===== src/rtl/input_conditioner_if.sv =====
// rtl/input_conditioner_if.sv - raw input / conditioned output bundle for input_conditioner
interface input_conditioner_if;
    logic       btn_raw;
    logic [1:0] sw_raw;
    logic [2:0] evt_clr;
    logic       btn_level;
    logic [1:0] sw_level;
    logic       btn_press;
    logic       btn_long;
    logic       btn_release;
    logic [1:0] sw_change;
    logic [2:0] evt;

    modport slave (
        input  btn_raw, sw_raw, evt_clr,
        output btn_level, sw_level, btn_press, btn_long, btn_release, sw_change, evt
    );

    modport master (
        output btn_raw, sw_raw, evt_clr,
        input  btn_level, sw_level, btn_press, btn_long, btn_release, sw_change, evt
    );
endinterface


===== src/rtl/input_conditioner.sv =====
// rtl/input_conditioner.sv - synchronize/debounce button and switches, press/long/release pulses, sticky events
module input_conditioner #(
    parameter int DEBOUNCE_CYCLES   = 500000,
    parameter int LONG_PRESS_CYCLES = 50000000
) (
    input  logic                  clk,
    input  logic                  rst,
    input_conditioner_if.slave    io
);
    localparam int DW = $clog2(DEBOUNCE_CYCLES);
    localparam int HW = $clog2(LONG_PRESS_CYCLES);
    localparam logic [DW-1:0] DB_LAST   = DW'(DEBOUNCE_CYCLES - 1);
    localparam logic [HW-1:0] HOLD_LAST = HW'(LONG_PRESS_CYCLES - 1);

    typedef enum logic [1:0] {IDLE, PRESSED, HELD} state_t;

    // Channel 0 is the button, channels 1/2 are the switches.
    logic [2:0]          sync1_q, sync2_q;
    logic [2:0]          synced;
    logic [2:0]          stable_q, stable_d;
    logic [2:0][DW-1:0]  cnt_q, cnt_d;

    state_t              state_q, state_d;
    logic [HW-1:0]       hold_q, hold_d;
    logic                btn_level_q;
    logic                press_q, press_d;
    logic                long_q, long_d;
    logic                release_q, release_d;
    logic [1:0]          sw_level_q;
    logic [1:0]          sw_change_q;
    logic [2:0]          evt_q, evt_d;
    logic                rise, fall;

    // Button flops hold the raw (active-low) level, so they reset to 1: synced "released".
    always_ff @(posedge clk) begin
        if (rst) begin
            sync1_q <= 3'b001;
            sync2_q <= 3'b001;
        end else begin
            sync1_q <= {io.sw_raw, io.btn_raw};
            sync2_q <= sync1_q;
        end
    end

    assign synced = {sync2_q[2:1], ~sync2_q[0]};

    always_comb begin
        stable_d = stable_q;
        cnt_d    = '0;
        for (int i = 0; i < 3; i++) begin
            if (synced[i] != stable_q[i]) begin
                if (cnt_q[i] == DB_LAST) begin
                    stable_d[i] = synced[i];
                end else begin
                    cnt_d[i] = cnt_q[i] + 1'b1;
                end
            end
        end
    end

    assign rise = stable_q[0] & ~btn_level_q;
    assign fall = ~stable_q[0] & btn_level_q;

    // A release coinciding with the final hold count takes priority over btn_long.
    always_comb begin
        state_d   = state_q;
        hold_d    = hold_q;
        press_d   = 1'b0;
        long_d    = 1'b0;
        release_d = 1'b0;
        case (state_q)
            IDLE: begin
                if (rise) begin
                    state_d = PRESSED;
                    press_d = 1'b1;
                    hold_d  = '0;
                end
            end
            PRESSED: begin
                if (fall) begin
                    state_d   = IDLE;
                    release_d = 1'b1;
                end else if (hold_q == HOLD_LAST) begin
                    state_d = HELD;
                    long_d  = 1'b1;
                end else begin
                    hold_d = hold_q + 1'b1;
                end
            end
            HELD: begin
                if (fall) begin
                    state_d   = IDLE;
                    release_d = 1'b1;
                end
            end
            default: state_d = IDLE;
        endcase
    end

    assign evt_d = {|sw_change_q, long_q, press_q} | (evt_q & ~io.evt_clr);

    always_ff @(posedge clk) begin
        if (rst) begin
            stable_q    <= '0;
            cnt_q       <= '0;
            state_q     <= IDLE;
            hold_q      <= '0;
            btn_level_q <= 1'b0;
            press_q     <= 1'b0;
            long_q      <= 1'b0;
            release_q   <= 1'b0;
            sw_level_q  <= '0;
            sw_change_q <= '0;
            evt_q       <= '0;
        end else begin
            stable_q    <= stable_d;
            cnt_q       <= cnt_d;
            state_q     <= state_d;
            hold_q      <= hold_d;
            btn_level_q <= stable_q[0];
            press_q     <= press_d;
            long_q      <= long_d;
            release_q   <= release_d;
            sw_level_q  <= stable_q[2:1];
            sw_change_q <= stable_q[2:1] ^ sw_level_q;
            evt_q       <= evt_d;
        end
    end

    assign io.btn_level   = btn_level_q;
    assign io.sw_level    = sw_level_q;
    assign io.btn_press   = press_q;
    assign io.btn_long    = long_q;
    assign io.btn_release = release_q;
    assign io.sw_change   = sw_change_q;
    assign io.evt         = evt_q;
endmodule

===== src/flat_wrapper.sv =====
// flat-port wrapper written by rule: the top's interface ports become plain ports
module input_conditioner_flat 
#(
    parameter int DEBOUNCE_CYCLES   = 500000,
    parameter int LONG_PRESS_CYCLES = 50000000
)
  (clk, rst, io_btn_raw, io_sw_raw, io_evt_clr, io_btn_level, io_sw_level, io_btn_press, io_btn_long, io_btn_release, io_sw_change, io_evt);
  input_conditioner_if io_i ();
  input  logic clk;
  input  logic rst;
  input wire logic [$bits(io_i.btn_raw)-1:0] io_btn_raw;
  input wire logic [$bits(io_i.sw_raw)-1:0] io_sw_raw;
  input wire logic [$bits(io_i.evt_clr)-1:0] io_evt_clr;
  output wire logic [$bits(io_i.btn_level)-1:0] io_btn_level;
  output wire logic [$bits(io_i.sw_level)-1:0] io_sw_level;
  output wire logic [$bits(io_i.btn_press)-1:0] io_btn_press;
  output wire logic [$bits(io_i.btn_long)-1:0] io_btn_long;
  output wire logic [$bits(io_i.btn_release)-1:0] io_btn_release;
  output wire logic [$bits(io_i.sw_change)-1:0] io_sw_change;
  output wire logic [$bits(io_i.evt)-1:0] io_evt;
  assign io_i.btn_raw = io_btn_raw;
  assign io_i.sw_raw = io_sw_raw;
  assign io_i.evt_clr = io_evt_clr;
  assign io_btn_level = io_i.btn_level;
  assign io_sw_level = io_i.sw_level;
  assign io_btn_press = io_i.btn_press;
  assign io_btn_long = io_i.btn_long;
  assign io_btn_release = io_i.btn_release;
  assign io_sw_change = io_i.sw_change;
  assign io_evt = io_i.evt;
  input_conditioner #(.DEBOUNCE_CYCLES(DEBOUNCE_CYCLES), .LONG_PRESS_CYCLES(LONG_PRESS_CYCLES)) u_core (.clk(clk), .rst(rst), .io(io_i));
endmodule

===== config.mk =====
export PLATFORM = sky130hd
export DESIGN_NAME = input_conditioner_flat
export DESIGN_NICKNAME = d
export VERILOG_FILES = /design/src/rtl/input_conditioner_if.sv /design/src/rtl/input_conditioner.sv /design/src/flat_wrapper.sv
export SDC_FILE = /design/constraint.sdc
export NUM_CORES = 1
export LEC_CHECK = 0
export CELL_PAD_IN_SITES_DETAIL_PLACEMENT = 2
export CELL_PAD_IN_SITES_GLOBAL_PLACEMENT = 2
export CORE_UTILIZATION = 34
export DETAILED_ROUTE_END_ITERATION = 8
export GPL_TIMING_DRIVEN = 1
export PLACE_DENSITY = 0.76
export SLEW_MARGIN = 10
export SYNTH_ARGS = -nofsm -noshare
export SYNTH_HDL_FRONTEND = slang
export SYNTH_SLANG_ARGS = --single-unit

===== constraint.sdc =====
create_clock -name clk -period 2.1 [get_ports clk]
set_input_delay 0.315 -clock clk [delete_from_list [all_inputs] [get_ports clk]]
set_output_delay 0.315 -clock clk [all_outputs]
set_load 0.02 [all_outputs]

==> results.md <==
Status:
- The flow ran to the end, but the final reports show violations.
- The checks that failed: negative setup slack.

Final layout:
- The cell area after layout is just over 6000 sq um.
- For this run, the number of standard cells in the final layout without fillers is 800.
- The synthesis-to-finish area growth is 23.2%.
- The final layout contains 630 nets.
- After filler insertion, the fill cell instance count of the layout stands at roughly 1600.
- The fraction of layout instances using a drive strength above 1 is 18.7%.
- The repair_antennas step left the layout with diodes totalling 0.

Clock tree:
- The longest clock path from root to sink contains 2 buffers.
- The clock root buffer master is sky130_fd_sc_hd__clkbuf_16.
- The clock buffer count from CTS is 9.
- The clock transition at the register clock pins on the worst setup and hold paths after CTS is 80 ps.
- TritonCTS built the clock tree.
- The number of buffers inserted by hold repair at cts is 0.
- The clock network latency to the later pin of the worst-skew pair is 360 ps.
- The H-tree was split into 3 levels.
- The count of clock tree sinks is between 100 and 150.

Pwr:
- The worst-case IR drop observed on VDD is around 0.00032 V.
- The static leakage power is 1.97 nW.
- The switching power of the nets is 1.00 mW.
- The sequential cell fraction of total power is 50.9%.
- The relative contribution of combinational cells to total power is 5.5%.
- The internal power is 2.94 mW.
- Net switching is 25.4% of the power.
- The total power per unit cell area is 652 nW/um^2.
- The design draws approximately 3.9 mW.
- The clock network accounts for between 40% and 50% of the total power.

STA:
- The count of endpoints failing hold in the final timing report came to 0.
- The upper clock frequency limit is 473 MHz.
- For the pin with the worst max-slew slack, the measured transition is 410 ps.
- Setup repair after global routing could not meet its margin everywhere.
- Setup violations remaining at the end of the flow were counted as 1.
- The final count of pins violating max slew is 0.
- In this run the tightest slew margin relative to its limit is 72.3%.
- The part of the cycle the worst path needs is 101%.
- The clock period minus worst slack is 2110 ps.
- Clock skew on the completed layout was measured at 11.7 ps.
- The worst path setup slack after routing is -14.2 ps.

Logic synthesis:
- The number of instances in the synthesized netlist is 561.
- Measured against the total synthesized area, the mux share comes to 0.816%.
- Counting distinct cell types in the post-synthesis netlist gives 52.
- The synthesized netlist devotes between 10% and 20% of its cell area to XOR and XNOR gates.
- The largest family of logic cells by synthesized area is simple AND/OR/NAND/NOR gates.
- The portion of the post-synthesis area used by sequential elements is 42.9%.
- For this run, the leading register cell type out of synthesis is sky130_fd_sc_hd__dfxtp_1.
- The adder-cell share of the synthesized area is ~1.8%.
- The complex-gate fraction of the synthesized area is 10.9%.
- The total standard cell area after synthesis is 4900 sq um.
- Synthesis produced a netlist with a net count of between 500 and 600.
- The share of async-settable or async-resettable flops after synthesis is 0%.
- After synthesis the netlist holds a flip-flop and latch count of 105.
- The fraction of the mapped netlist area in simple logic gates is 30.2%.
- The count of yosys warnings during synthesis is 0.
- The number of enable flip-flop cells after synthesis is 0.
- The average cell area after synthesis is just under 9 sq um.

Floorplan:
- The number of cell rows is 43.
- The height of the die is 122 um.
- Once the floorplan was initialized, standard cells occupied 35.1% of the core.
- During I/O placement, the number of pins put on the boundary was 19.
- The width of the die is 122 um.
- The overall die area is ~15000 sq um.
- The total area inside the core boundary comes to about 14000 sq um.

Global routing:
- The via count of the first global-routing pass came to 4799.
- The global-route usage over all layers is 21.0%.
- The total congestion overflow is 0.
- The first global-routing pass estimated 24.3 mm of wire.
- Entering global routing, the biggest net connects 38 pins.
- The initial antenna violation count is 0.

Detailed routing:
- The DRC violation count after routing is 0.
- After detailed routing, the total wire length is 15.3 mm.
- The remaining number of nets flagged by the antenna check after routing is 0.
- The detailed router placed 4443 vias in this run.
- For this block, the initial DRC count from the detailed router was around 170.
- For this run, the detailed router's first-pass iteration total came to 5.
- The routed via count divided by cell count is between 5 and 6.
- The routed wirelength normalized by instance count is between 15 and 20 um.

Place:
- The cell area after placement is between 5000 and 6000 sq um.
- Port buffering added 18 buffers.
- The congestion estimate from routability-driven global placement came to 0.889.
- Detailed placement ended at an HPWL of 10.4 mm.
- After detailed placement, the design holds a cell count of 778.

Worst setup path:
- STA puts the critical path data required time at 2350 ps.
- The largest stage delay on the critical path is 560 ps.
- The highest net fanout along the worst path is 3.
- The critical path goes through buf_4 > nand3_1 > or4_4 > or3_4 > and3_1 > a211o_1.
- The critical path in this run is classified as flop to flop.
- Together, buffers and inverters on the worst path number 1.
- Among all stages on the critical path, the largest delay is contributed by sky130_fd_sc_hd__or4_4.
- The sort of element at the start of the critical path is a flop.
- STA classifies the critical path endpoint as a flop.
- The signal arrival time at the worst endpoint is 2370 ps.
- Among cell families on the critical path, the largest total delay comes from simple AND/OR/NAND/NOR gates.

Hold path:
- The worst hold path belongs to the class primary input to flop.

Flow run:
- Max-cap violations in this run came to 0.
## stage by stage
step | hold WS (ps) | worst slack, ps | setup TNS, ps | utilization, %
2_1_floorplan | 389 | 11.8 | 0 | -
5_1_grt | 312 | -59.3 | -346 | 43.2
3_3_place_gp | 399 | 43.6 | 0 | 39.7
3_5_place_dp | 403 | -66.1 | -285 | 39.7
4_1_cts | 277 | 8.31 | 0 | 42.0
6_report | 288 | -14.2 | -14.2 | 43.2
## metal layers
metal	share of wire, %	vias to the layer above	track usage (%)
met5	0	-	0
met4	2.8	0	9.07
met3	3.1	29	4.45
met2	51	76	37.0
met1	43	2219	24.3
li1	-	2119	-
## placed cells by master (no fill, tap or decap), types with 13 or more instances in the layout
master,instances
sky130_fd_sc_hd__nand2_1,36
sky130_fd_sc_hd__nor3_1,23
sky130_fd_sc_hd__xnor2_1,34
sky130_fd_sc_hd__clkdlybuf4s50_1,17
sky130_fd_sc_hd__and4_1,13
sky130_fd_sc_hd__nor2_1,84
sky130_fd_sc_hd__dfxtp_1,94
sky130_fd_sc_hd__nand4_1,21
sky130_fd_sc_hd__xor2_1,22
sky130_fd_sc_hd__nand3_1,24
sky130_fd_sc_hd__inv_1,18
sky130_fd_sc_hd__and3_1,13
sky130_fd_sc_hd__buf_4,43
## path summary, 6_finish.rpt
kind / from / endpoint / slack [ps] / depth (start not counted)
worst min register to register: u_core.sync1_q[0] / u_core.sync2_q[0] / 420 / 1
worst min-delay path: rst / u_core.stable_q[2] / 290 / 2
worst max register to register: u_core.hold_q[1] / u_core.hold_q[21] / -10 / 6
worst max-delay path: u_core.hold_q[1] / u_core.hold_q[21] / -10 / 6
## timing repair
action                                  4_1_cts  5_1_grt
endpoints found under the hold margin         0        0
gates resized for setup                       1       36
endpoints found under the setup margin       18       25
setup buffers                                 2        4
pin swaps                                     2        8
## power groups by stage
stage / Sequential [mW] / Clock [mW] / Combinational, mW
finish: 2.00 / 1.72 / 0.217
global route: 2.01 / 1.83 / 0.237
CTS: 2.01 / 1.78 / 0.205
detailed placement: 2.05 / 0 / 0.204
global placement: 2.05 / 0 / 0.193
floorplan: 2.05 / 0 / 0.122
## Yosys cell counts, types with 2 or more instances
master	n	area (sq um)
sky130_fd_sc_hd__dfxtp_1	105	2100
sky130_fd_sc_hd__nor2_1	86	323
sky130_fd_sc_hd__nand2_1	36	135
sky130_fd_sc_hd__xnor2_1	34	298
sky130_fd_sc_hd__nand3_1	24	120
sky130_fd_sc_hd__nor3_1	24	120
sky130_fd_sc_hd__xor2_1	22	193
sky130_fd_sc_hd__nand4_1	21	131
sky130_fd_sc_hd__inv_1	18	67.6
sky130_fd_sc_hd__clkbuf_1	16	60.1
sky130_fd_sc_hd__a311oi_1	15	131
sky130_fd_sc_hd__and3_1	13	81.3
sky130_fd_sc_hd__and4_1	13	114
sky130_fd_sc_hd__a21oi_1	12	60.1
sky130_fd_sc_hd__a31oi_1	10	62.6
sky130_fd_sc_hd__nand2b_1	9	56.3
sky130_fd_sc_hd__nor4_1	8	50.1
sky130_fd_sc_hd__a41oi_1	7	61.3
sky130_fd_sc_hd__ha_1	7	87.6
sky130_fd_sc_hd__nor2b_1	7	43.8
sky130_fd_sc_hd__a211o_1	5	43.8
sky130_fd_sc_hd__a31o_2	5	43.8
sky130_fd_sc_hd__nor4b_1	5	43.8
sky130_fd_sc_hd__o21ai_0	5	25.0
sky130_fd_sc_hd__or3_1	5	31.3
sky130_fd_sc_hd__mux2i_1	4	40.0
sky130_fd_sc_hd__nand3b_1	4	30.0
sky130_fd_sc_hd__or4_1	4	30.0
sky130_fd_sc_hd__a21o_1	3	22.5
sky130_fd_sc_hd__and2_1	3	18.8
sky130_fd_sc_hd__buf_1	3	11.3
sky130_fd_sc_hd__buf_2	3	15.0
sky130_fd_sc_hd__or2_2	3	18.8
sky130_fd_sc_hd__or4_4	3	33.8
sky130_fd_sc_hd__o211ai_1	2	15.0
## registers in the layout, summed over array words and instances (netlist names), 2 cells and up
| signal | count |
|---|---|
| u_core.cnt_q | 57 |
| u_core.hold_q | 26 |
| u_core.io.evt | 3 |
| u_core.stable_q | 3 |
| u_core.sync1_q | 3 |
| u_core.sync2_q | 3 |
| u_core.io.sw_change | 2 |
| u_core.io.sw_level | 2 |
| u_core.state_q | 2 |
## kinds of logic after synthesis
family / Yosys count
adders and majority gates: 7
xor gates and xnor gates: 56
and+or+nand+nor: 277
muxes: 4
DFF: 105
AOI/OAI and AO/OA: 71
buffers and inverters: 41
## area by class of cell
type / count / area (sq um) / share of cell area [%]
inverter: 18 / 67.6 / 1.12
tap: 180 / 225 / 3.73
multi-input combinational: 415 / 2760 / 45.6
clock buffer: 10 / 239 / 3.96
timing repair buffer: 66 / 581 / 9.61
sequential: 105 / 2120 / 35.0
clock inverter: 6 / 56.3 / 0.932
## worst reg2reg max path, cell delays in order, from the launching register on
cell	delay (ps)
sky130_fd_sc_hd__dfxtp_1	390
sky130_fd_sc_hd__buf_4	150
sky130_fd_sc_hd__nand3_1	120
sky130_fd_sc_hd__or4_4	560
sky130_fd_sc_hd__or3_4	360
sky130_fd_sc_hd__and3_1	190
sky130_fd_sc_hd__a211o_1	260
Note: power is estimated with default switching activity, not from simulation.
